===== src/rtl/trd_hazard_ctrl.sv =====
// rtl/trd_hazard_ctrl.sv - flush/stall and per-thread state controller for the barrel-threaded pipeline
module trd_hazard_ctrl #(
  parameter int                 NUM_TRD  = 8,
  parameter int                 TRD_W    = 3,
  parameter int                 NUM_STG  = 5,
  parameter int                 JMP_STG  = 2,
  parameter logic [NUM_TRD-1:0] RST_MASK = 8'h01
) (
  input  logic                       clk,
  input  logic                       rst,
  input  logic [NUM_STG*TRD_W-1:0]   trd_stg,
  input  logic [NUM_STG-1:0]         vld_stg,
  input  logic                       kill,
  input  logic                       sleep,
  input  logic                       d_miss,
  input  logic                       jmp,
  input  logic                       stall_req,
  input  logic                       d_fill,
  input  logic [TRD_W-1:0]           fill_trd,
  input  logic                       wake,
  input  logic [TRD_W-1:0]           wake_trd,
  input  logic                       spawn,
  input  logic [TRD_W-1:0]           spawn_trd,
  output logic [NUM_STG-1:0]         flush,
  output logic                       stall,
  output logic [NUM_TRD-1:0]         trd_active,
  output logic [2*NUM_TRD-1:0]       trd_state
);

  localparam int WB = NUM_STG - 1;

  typedef enum logic [1:0] {
    ST_RUN   = 2'd0,
    ST_MISS  = 2'd1,
    ST_SLEEP = 2'd2,
    ST_DEAD  = 2'd3
  } trd_st_e;

  trd_st_e            st_q [NUM_TRD];
  trd_st_e            st_d [NUM_TRD];
  logic [NUM_TRD-1:0] act_d;
  logic [NUM_TRD-1:0] act_q;

  logic [TRD_W-1:0]   wt;
  logic [TRD_W-1:0]   jt;
  logic               wb_ev;
  logic               jmp_ok;
  logic [NUM_STG-1:0] ev_flush;
  logic [NUM_STG-1:0] jmp_flush;

  assign wt    = trd_stg[WB*TRD_W +: TRD_W];
  assign jt    = trd_stg[JMP_STG*TRD_W +: TRD_W];
  assign wb_ev = vld_stg[WB] & (kill | sleep | d_miss);

  // WB event squashes every valid younger instruction of the same thread; WB itself retires or replays
  always_comb begin
    ev_flush = '0;
    for (int s = 0; s < WB; s++) begin
      ev_flush[s] = wb_ev & vld_stg[s] & (trd_stg[s*TRD_W +: TRD_W] == wt);
    end
  end

  // a jump that was itself squashed by the WB event must not redirect its thread
  assign jmp_ok = jmp & vld_stg[JMP_STG] & ~ev_flush[JMP_STG];

  // taken jump squashes the valid same-thread instructions fetched behind it
  always_comb begin
    jmp_flush = '0;
    for (int s = 0; s < JMP_STG; s++) begin
      jmp_flush[s] = jmp_ok & vld_stg[s] & (trd_stg[s*TRD_W +: TRD_W] == jt);
    end
  end

  assign flush = ev_flush | jmp_flush;
  assign stall = stall_req & ~(|flush);

  // per-thread next state: releases only from their own parked state, WB event overrides everything
  always_comb begin
    act_d = '0;
    for (int t = 0; t < NUM_TRD; t++) begin
      st_d[t] = st_q[t];
      case (st_q[t])
        ST_MISS:  if (d_fill && fill_trd == TRD_W'(t))  st_d[t] = ST_RUN;
        ST_SLEEP: if (wake   && wake_trd == TRD_W'(t))  st_d[t] = ST_RUN;
        ST_DEAD:  if (spawn  && spawn_trd == TRD_W'(t)) st_d[t] = ST_RUN;
        default:  st_d[t] = st_q[t];
      endcase
      if (wb_ev && wt == TRD_W'(t)) begin
        if (kill)       st_d[t] = ST_DEAD;
        else if (sleep) st_d[t] = ST_SLEEP;
        else            st_d[t] = ST_MISS;
      end
      act_d[t] = (st_d[t] == ST_RUN);
    end
  end

  // thread state and fetch mask registers
  always_ff @(posedge clk or posedge rst) begin
    if (rst) begin
      for (int t = 0; t < NUM_TRD; t++) begin
        st_q[t] <= RST_MASK[t] ? ST_RUN : ST_DEAD;
      end
      act_q <= RST_MASK;
    end else begin
      for (int t = 0; t < NUM_TRD; t++) begin
        st_q[t] <= st_d[t];
      end
      act_q <= act_d;
    end
  end

  // pack thread states onto the output bus
  always_comb begin
    trd_state = '0;
    for (int t = 0; t < NUM_TRD; t++) begin
      trd_state[2*t +: 2] = st_q[t];
    end
  end

  assign trd_active = act_q;

endmodule


===== config.mk =====
export PLATFORM = sky130hd
export DESIGN_NAME = trd_hazard_ctrl
export DESIGN_NICKNAME = d
export VERILOG_FILES = /design/src/rtl/trd_hazard_ctrl.sv
export SDC_FILE = /design/constraint.sdc
export NUM_CORES = 1
export LEC_CHECK = 0
export ABC_AREA = 0
export BUFFER_PORTS_ARGS = -buffer_cell sky130_fd_sc_hd__buf_2
export CAP_MARGIN = 15
export CORE_MARGIN = 10
export CORE_UTILIZATION = 43
export DETAILED_ROUTE_END_ITERATION = 8
export PLACE_DENSITY = 0.74
export SLEW_MARGIN = 20
export SYNTH_ARGS = -nofsm -noshare
export SYNTH_HDL_FRONTEND = slang
export SYNTH_SLANG_ARGS = --single-unit

===== constraint.sdc =====
create_clock -name clk -period 1.1 [get_ports clk]
set_input_delay 0 -clock clk [delete_from_list [all_inputs] [get_ports clk]]
set_output_delay 0 -clock clk [all_outputs]
set_load 0.1 [all_outputs]

==> impl_metrics.tcl, run 1 <==
set metrics [dict create \
    status "complete, but fails checks" \
    violations "setup timing" \
    grt_pass1_vias 2027 \
    cp-end-kind "flip-flop" \
    final_cell_mix "buf_2 (41), buf_4 (27), buf_12 (23)" \
    overflow 0 \
    dieArea_um2 6680 \
    tightestPinTransition_ns 0.741 \
    detail_route.iter0.violations 269 \
    grt_use_met1_pct 19.8 \
    drt_pre_antenna_iters 5 \
    die_h_um 81.7 \
    num_rows 22 \
    cellPowerDensity_nw_per_um2 3150 \
    finalCritPeriodShare_pct 123 \
    layout-drive-gt1-share_pct 67.5 \
    drv_slew 0 \
    finalHoldViolations 0 \
    drc 0 \
    gr-usage-met2_pct 34.8 \
    setup_viol_count_final 37 \
    drt_wl_total_mm 7.36 \
    numCtsBuffers 3 \
    syn_to_final_growth_pct 98.2 \
    clock.fmax_mhz 741 \
    place_congestion 0.824 \
    placedCellCount 325 \
    vias 2071 \
    grtUsageMet3_pct 5.79 \
    period_minus_slack_ns 1.35 \
    netlist_area_um2 1640 \
    ys_ff_latch 24 \
    skew_ns 0.0102 \
    io_buffers 67 \
    layout_commonest_cell "buf_2" \
    clk_pin_slew_worst_paths_ns 0.09 \
    hp-class "in2reg" \
    yosys_warnings 0 \
    path_cells "inv_2 -> a311oi_2 -> nor3_1 -> a21oi_1" \
    nets 329 \
    track_usage_pct 18.9 \
    grt_pass1_wl_mm 10.1 \
    antenna_cells 0 \
    clock_path_buffers 2 \
    post-dp-hpwl_mm 4.51 \
    pin_count 69 \
    final_core_util_pct 88.7 \
    final_cells 337 \
    slowest_stage "dfstp_4" \
    clkLatencyLatePin_ns 0.27 \
    routedWlPerCell_um 21.8 \
    synth_seq_area_share_pct 37.8 \
    syn_area_per_cell_um2 9.15 \
    ant_nets 0 \
    grt_antenna_before_repair 0 \
    vdd_drop_max_mv 1.71 \
    path_class "reg2reg" \
    grt_max_degree 25 \
    coreArea_um2 3660 \
    tns_ns -3.54 \
    cts_tree "yes" \
    worst_slack_ns -0.250 \
    cap_violations 0 \
    die_w_um 81.7 \
    arrival_ns 1.54 \
    rsz0062_at_grt "yes" \
    cts_num_sinks 24 \
    synth_fp_nets 218 \
    required_ns 1.29 \
    clock-root-buffer "clkbuf_8" \
    ys_types 33 \
    fill_cells 166 \
    synthCells 179 \
    worstSetupStartpointType "flip-flop" \
    htreeDepth 1 \
    vias_per_cell 6.15 \
    top_usage_layer "met2" \
    initial_core_util_pct 44.7 \
    path_max_fanout 3 \
    relSlewSlack_pct 49.9 \
    cpPeakStageDelay_ns 0.65 \
    p_leak_nw 1.31 \
    hold-worst-slack_ns 0.208 \
]
-- cell usage after synthesis --
library cell	count	share of area, %
buf_4	1	0.46
nand3_1	2	0.61
nand4_1	7	2.7
o21bai_1	1	0.46
nor2b_1	4	1.5
dfstp_2	15	24
nand2_1	7	1.6
a21oi_1	15	4.6
nor4b_1	2	1.1
nand4b_1	4	2.1
nor3_2	3	1.8
and4b_1	2	1.2
and3_1	3	1.1
a31oi_1	4	1.5
o22ai_1	6	2.3
nor3b_1	5	2.3
o31ai_4	1	1.3
and4_1	1	0.53
buf_1	1	0.23
nor4_2	1	0.76
nor3_1	15	4.6
xnor2_1	18	9.6
conb_1	1	0.23
a311oi_1	2	1.1
buf_2	3	0.92
mux2i_1	5	3.1
o311ai_2	1	0.99
inv_1	6	1.4
a41oi_1	2	1.1
dfrtp_1	9	14
nor2_1	17	3.9
nand2b_1	9	3.4
nor4bb_1	6	3.7
-- kinds of logic (layout without fill, tap and decap cells) --
group                     after synthesis  after routing  share of synthesized area (%)
AOI/OAI and AO/OA                      32             32                           13.3
muxes                                   5              5                           3.06
other                                   1              1                          0.229
and+or+nand+nor                        88             88                           33.0
DFF                                    24             24                           37.8
buffers and inverters                  11            121                           2.98
xor gates and xnor gates               18             18                           9.63
-- worst max-delay path: cells and delay by family (launching register included) --
family,cells,cell delay [ns]
and+or+nand+nor,1,0.10
buffers and inverters,1,0.05
DFF,1,0.65
AOI/OAI and AO/OA,2,0.47
-- worst paths after layout --
path                                          from  cells after the start                       to  slack (ns)
setup / recovery           trd_state[10]$_DFF_PP1_                      4  trd_state[10]$_DFF_PP1_       -0.25
hold / removal                         fill_trd[2]                      3  trd_active[5]$_DFF_PP0_        0.21
setup reg to reg           trd_state[10]$_DFF_PP1_                      4  trd_state[10]$_DFF_PP1_       -0.25
hold reg to reg             trd_state[1]$_DFF_PP0_                      3  trd_active[0]$_DFF_PP1_        0.72
max in group asynchronous                      rst                      4  trd_active[0]$_DFF_PP1_        0.51
min in group asynchronous                      rst                      4  trd_active[6]$_DFF_PP0_        0.31
-- power by group --
group	leakage [nW]	switching [mW]	internal (mW)	total (mW)
Clock	0.0231	0.287	0.250	0.537
Sequential	0.268	0.523	1.66	2.18
Combinational	1.02	4.74	2.76	7.50
-- layer usage --
layer | share of wire, % | routed length (um) | vias up
met5 | 0 | 0 | -
met4 | 2.8 | 206 | 0
met3 | 11 | 785 | 38
met2 | 53 | 3870 | 169
met1 | 34 | 2490 | 979
li1 | - | - | 885
-- registers in the layout, indices dropped and copies added (netlist names) --
| signal | count |
|---|---|
| trd_active | 8 |
| trd_state | 16 |
-- stage by stage --
step	area, um2	power, mW	setup WS, ns
after global placement	2820	8.43	-0.0546
final	3250	10.2	-0.250
after CTS	3050	9.60	-0.147
after floorplan	1830	6.28	-0.412
after detailed placement	2820	8.55	-0.140
after global routing	3250	10.5	-0.311
-- what timing repair did --
action                                  4_1_cts  5_1_grt
resized for setup                            33       36
pin swaps                                     5        6
endpoints found under the hold margin         9        0
hold buffers                                  1        0
setup buffers                                 3        4
endpoints found under the setup margin       29       39
-- final cells by class --
| cell class | instances | area [um2] | share of cell area (%) |
|---|---|---|---|
| Timing Repair Buffer | 111 | 1090 | 33.7 |
| Sequential cell | 24 | 679 | 20.9 |
| Inverter | 6 | 25.0 | 0.771 |
| Multi-Input combinational cell | 144 | 1340 | 41.4 |
| Clock buffer | 3 | 41.3 | 1.27 |
| Clock inverter | 1 | 3.75 | 0.116 |
| Tap cell | 48 | 60.1 | 1.85 |
No activity file was read; power rests on OpenSTA's default activity.
==> inputs of run 2 (changes only) <==
--- a/config.mk
+++ b/config.mk
@@ -8,7 +8,6 @@
 export ABC_AREA = 0
 export BUFFER_PORTS_ARGS = -buffer_cell sky130_fd_sc_hd__buf_2
 export CAP_MARGIN = 15
-export CORE_MARGIN = 10
 export CORE_UTILIZATION = 43
 export DETAILED_ROUTE_END_ITERATION = 8
 export PLACE_DENSITY = 0.74
==> impl_metrics.tcl, run 2 (synthesized netlist as in run 1, its figures left out) <==
set metrics [dict create \
    cp-end-kind "flip-flop" \
    grt_pass1_vias 1967 \
    grt_max_degree 25 \
    finalCritPeriodShare_pct 119 \
    cap_violations 0 \
    hp-class "in2reg" \
    clkPwrFrac_pct 5.3 \
    p_leak_nw 1.32 \
    clk_pin_slew_worst_paths_ns 0.08 \
    violations "setup timing" \
    syn_to_final_growth_pct 97.8 \
    combPwrFrac_pct 73.0 \
    place_congestion 0.852 \
    path_cells "buf_4 -> a311oi_2 -> nor3_1 -> a21oi_1" \
    grt_pass1_wl_mm 8.80 \
    clock-root-buffer "clkbuf_8" \
    cpLargestDelayFamily "compound AO/OA/AOI/OAI gates" \
    grt_antenna_before_repair 0 \
    cts_num_sinks 24 \
    status "complete, but fails checks" \
    tightestPinTransition_ns 0.769 \
    detail_route.iter0.violations 93 \
    coreArea_um2 3660 \
    skew_ns 0.000606 \
    numCtsBuffers 3 \
    cts_tree "yes" \
    vias_per_cell 5.89 \
    routedWlPerCell_um 18.2 \
    required_ns 1.28 \
    ant_nets 0 \
    fill_cells 161 \
    r2r_slack_ns -0.21 \
    die_w_um 63.7 \
    clock.fmax_mhz 765 \
    final_core_util_pct 88.5 \
    path_max_fanout 4 \
    drv_slew 0 \
    drc 0 \
    pin_count 69 \
    final_cell_mix "buf_2 (39), buf_4 (28), buf_12 (23)" \
    post-dp-hpwl_mm 3.86 \
    critPathLaunch "trd_state[11]$_DFF_PP1_" \
    dieArea_um2 4060 \
    hold-worst-slack_ns 0.181 \
    min_to "trd_active[0]$_DFF_PP1_" \
    timing.rr.start "trd_state[11]$_DFF_PP1_" \
    intPower_mw 4.63 \
    p_sw_mw 5.34 \
    slowest_stage "dfstp_4" \
    relSlewSlack_pct 48.1 \
    cpPeakStageDelay_ns 0.49 \
    die_h_um 63.7 \
    finalHoldViolations 0 \
    drt_wl_total_mm 6.11 \
    io_buffers 67 \
    switching_share_pct 53.5 \
    path_class "reg2reg" \
    worstSetupStartpointType "flip-flop" \
    layout-drive-gt1-share_pct 67.7 \
    r2r_cells 4 \
    num_rows 22 \
    overflow 0 \
    r2r_end "trd_state[10]$_DFF_PP1_" \
    rsz0062_at_grt "yes" \
    worst_slack_ns -0.207 \
    largest_reg_flops 16 \
    track_usage_pct 28.2 \
    initial_core_util_pct 44.7 \
    nets 328 \
    vias 1979 \
    path_buf_inv 1 \
    vdd_drop_max_mv 1.64 \
    antenna_cells 0 \
    htreeDepth 1 \
    period_minus_slack_ns 1.31 \
    clock_path_buffers 2 \
    setup_viol_count_final 33 \
    cellPowerDensity_nw_per_um2 3080 \
    min_from "wake_trd[1]" \
    sequentialPowerShare_pct 21.7 \
    arrival_ns 1.49 \
    holdPathStages 4 \
    drt_pre_antenna_iters 4 \
    clkLatencyLatePin_ns 0.26 \
    layout_commonest_cell "buf_2" \
]
[run 2: changes by cell type in the layout (fill, tap and decap cells not counted), sizes merged]
cell    change
clkbuf      +1
buf         -1
clkinv      -1
[run 2: repair_timing]
item                                    CTS  global route
endpoints found under the setup margin   29            39
resized for setup                        29            41
endpoints found under the hold margin     9             0
setup buffers                             3             2
hold buffers                              1             0
pin swaps                                 2            18
[run 2: worst reg2reg max path, delay by kind of cell, from the launching register on]
kind / cells / cell delay (ns)
flip-flops: 1 / 0.49
buffers and inverters: 1 / 0.14
AO/OA/AOI/OAI: 2 / 0.50
AND/OR/NAND/NOR: 1 / 0.10
[run 2: routing by layer]
metal  wire length [um]  part of all wire (%)  up-vias  global-route usage, %
li1                   -                     -      884                      -
met1               2080                    34      939                   28.1
met2               3360                    55      125                   54.8
met3                375                   6.1       31                   4.89
met4                299                   4.9        0                   13.6
met5                  0                     0        -                      0
[run 2: worst max path at each step]
stage | end | depth (start not counted) | slack, ns
after floorplan | flush[0] | 3 | -0.41
after global placement | trd_active[3]$_DFF_PP0_ | 3 | -0.06
after detailed placement | trd_active[3]$_DFF_PP0_ | 3 | -0.13
after CTS | trd_state[8] | 2 | -0.1
after global routing | trd_state[10]$_DFF_PP1_ | 4 | -0.29
final | trd_state[10]$_DFF_PP1_ | 4 | -0.21
[run 2: metrics by stage]
stage | worst slack [ns] | power [mW] | TNS, ns | instances | area (um2)
global route | -0.292 | 10.3 | -3.97 | 336 | 3240
global placement | -0.0587 | 8.36 | -0.173 | 326 | 2820
floorplan | -0.412 | 6.28 | -5.21 | 179 | 1830
detailed placement | -0.128 | 8.48 | -0.547 | 326 | 2820
finish | -0.207 | 9.97 | -2.65 | 336 | 3240
CTS | -0.0958 | 9.44 | -1.61 | 334 | 3040
[run 2: layout make-up]
cell class / count / area, um2 / area share [%]
Clock buffer: 4 / 45.0 / 1.39
Inverter: 6 / 25.0 / 0.772
Multi-Input combinational cell: 144 / 1340 / 41.4
Sequential cell: 24 / 679 / 21.0
Tap cell: 48 / 60.1 / 1.85
Timing Repair Buffer: 110 / 1090 / 33.6
[run 2: power by group through the flow]
stage / sequential [mW] / clock, mW / combinational [mW]
after CTS: 2.07 / 0.535 / 6.83
after global placement: 2.01 / 0 / 6.35
after floorplan: 5.07 / 0 / 1.21
after detailed placement: 2.03 / 0 / 6.44
final: 2.16 / 0.525 / 7.28
after global routing: 2.22 / 0.582 / 7.52
==> inputs of run 3 (changes only) <==
--- a/config.mk
+++ b/config.mk
@@ -11,6 +11,7 @@
 export CORE_UTILIZATION = 43
 export DETAILED_ROUTE_END_ITERATION = 8
 export PLACE_DENSITY = 0.74
+export RECOVER_POWER = 100
 export SLEW_MARGIN = 20
 export SYNTH_ARGS = -nofsm -noshare
 export SYNTH_HDL_FRONTEND = slang
==> impl_metrics.tcl, run 3 (synthesized netlist as in run 1, its figures left out) <==
set metrics [dict create \
    final_cell_mix "buf_2 (34), buf_4 (27), buf_6 (23)" \
    dieArea_um2 4060 \
    cts_tree "yes" \
    htreeDepth 1 \
    final-seq-area_um2 679 \
    drc 0 \
    nets 328 \
    ant_nets 0 \
    clkLatencyLatePin_ns 0.26 \
    relSlewSlack_pct 47.9 \
    switching_share_pct 54.0 \
    track_usage_pct 28.2 \
    numCtsBuffers 3 \
    clk_pin_slew_worst_paths_ns 0.08 \
    p_leak_nw 1.30 \
    syn_to_final_growth_pct 94.4 \
    violations "setup timing" \
    layout_commonest_cell "buf_2" \
    p_sw_mw 5.29 \
    final_core_util_pct 87.0 \
    layout-drive-gt1-share_pct 66.7 \
    final_cells 336 \
    multiInputGateArea_um2 1330 \
    drv_slew 0 \
    finalHoldViolations 0 \
    worst_slack_ns -0.206 \
    coreArea_um2 3660 \
    cap_violations 0 \
    antenna_cells 0 \
    cts_num_sinks 24 \
    initial_core_util_pct 44.7 \
    hp-class "in2reg" \
    period_minus_slack_ns 1.31 \
    pin_count 69 \
    cp-end-kind "flip-flop" \
    clkPwrFrac_pct 5.4 \
    drt_pre_antenna_iters 4 \
    vdd_drop_max_mv 1.64 \
    crit_end "trd_state[10]$_DFF_PP1_" \
    clock_path_buffers 2 \
    placedCellCount 326 \
    tns_ns -2.56 \
    detail_route.iter0.violations 75 \
    num_rows 22 \
    routedWlPerCell_um 18.1 \
    clock-root-buffer "clkbuf_8" \
    io_buffers 67 \
    grt_antenna_before_repair 0 \
    grt_pass1_wl_mm 8.80 \
    clock.fmax_mhz 766 \
    r2r_slack_ns -0.21 \
    vias 1966 \
    vias_per_cell 5.85 \
    r2r_cells 4 \
    worstSetupStartpointType "flip-flop" \
    intPower_mw 4.51 \
    pre_cts_ws_ns -0.128 \
    place_congestion 0.852 \
    path_class "reg2reg" \
    grt_pass1_vias 1967 \
    status "complete, but fails checks" \
    overflow 0 \
    path_max_fanout 4 \
    finalPower_mw 9.80 \
    tightestPinTransition_ns 0.771 \
    combPwrFrac_pct 72.9 \
    die_h_um 63.7 \
    drt_wl_total_mm 6.08 \
    arrival_ns 1.49 \
    grt_max_degree 25 \
    fill_cells 173 \
    cellPowerDensity_nw_per_um2 3080 \
    skew_ns 0.000654 \
    r2r_end "trd_state[10]$_DFF_PP1_" \
    post-dp-hpwl_mm 3.86 \
    finalCritPeriodShare_pct 119 \
    setup_viol_count_final 34 \
    die_w_um 63.7 \
    timing.rr.start "trd_state[11]$_DFF_PP1_" \
    critPathLaunch "trd_state[11]$_DFF_PP1_" \
    rsz0062_at_grt "yes" \
    sequentialPowerShare_pct 21.7 \
    required_ns 1.29 \
    largest_reg_flops 16 \
]
-- run 3: how the worst min path moves through the flow --
stage	from	endpoint	slack, ns	cells after the start
2_1_floorplan	rst	trd_active[1]$_DFF_PP0_	0.003	1
3_3_place_gp	rst	trd_active[1]$_DFF_PP0_	0.05	3
5_1_grt	wake_trd[1]	trd_active[0]$_DFF_PP1_	0.20	4
4_1_cts	fill_trd[1]	trd_active[0]$_DFF_PP1_	0.17	4
3_5_place_dp	rst	trd_active[5]$_DFF_PP0_	0.07	3
6_report	wake_trd[1]	trd_active[0]$_DFF_PP1_	0.18	4
-- run 3: per-stage QoR --
stage / area (um2) / hold WS (ns)
floorplan: 1830 / 0.00350
global placement: 2820 / 0.0501
detailed placement: 2820 / 0.0703
CTS: 3040 / 0.170
global route: 3180 / 0.197
finish: 3180 / 0.175
-- run 3: routing by layer --
layer	vias up	part of all wire, %	routed length (um)	GRT usage [%]
met5	-	0	0	0
met4	0	5.4	330	13.6
li1	885	-	-	-
met1	931	34	2040	28.1
met3	35	6.1	373	4.89
met2	115	55	3340	54.8
-- run 3: power groups by stage --
| stage | sequential, mW | clock (mW) | combinational (mW) |
|---|---|---|---|
| after CTS | 2.07 | 0.535 | 6.83 |
| after global routing | 2.19 | 0.582 | 7.39 |
| after detailed placement | 2.03 | 0 | 6.44 |
| final | 2.13 | 0.527 | 7.14 |
| after global placement | 2.01 | 0 | 6.35 |
| after floorplan | 5.07 | 0 | 1.21 |
-- run 3: worst max-delay path: stages (launching register included) --
cell and delay [ns]:
dfstp_4 0.50, buf_4 0.14, a311oi_2 0.35, nor3_1 0.10, a21oi_1 0.16
-- run 3: final cells by class --
cell class,instances,share of cell area [%]
clock buffers,4,1.41
inverters,6,0.786
multi-input cells,144,41.7
flip-flops and latches,24,21.3
well taps,48,1.89
repair buffers,110,32.9
-- run 3: what timing repair did --
action	in CTS	in global routing
setup endpoints to repair	29	39
setup buffers	3	2
resized for setup	29	41
cloned	0	0
hold buffers	1	0
pin swaps	2	18
hold endpoints to repair	9	0
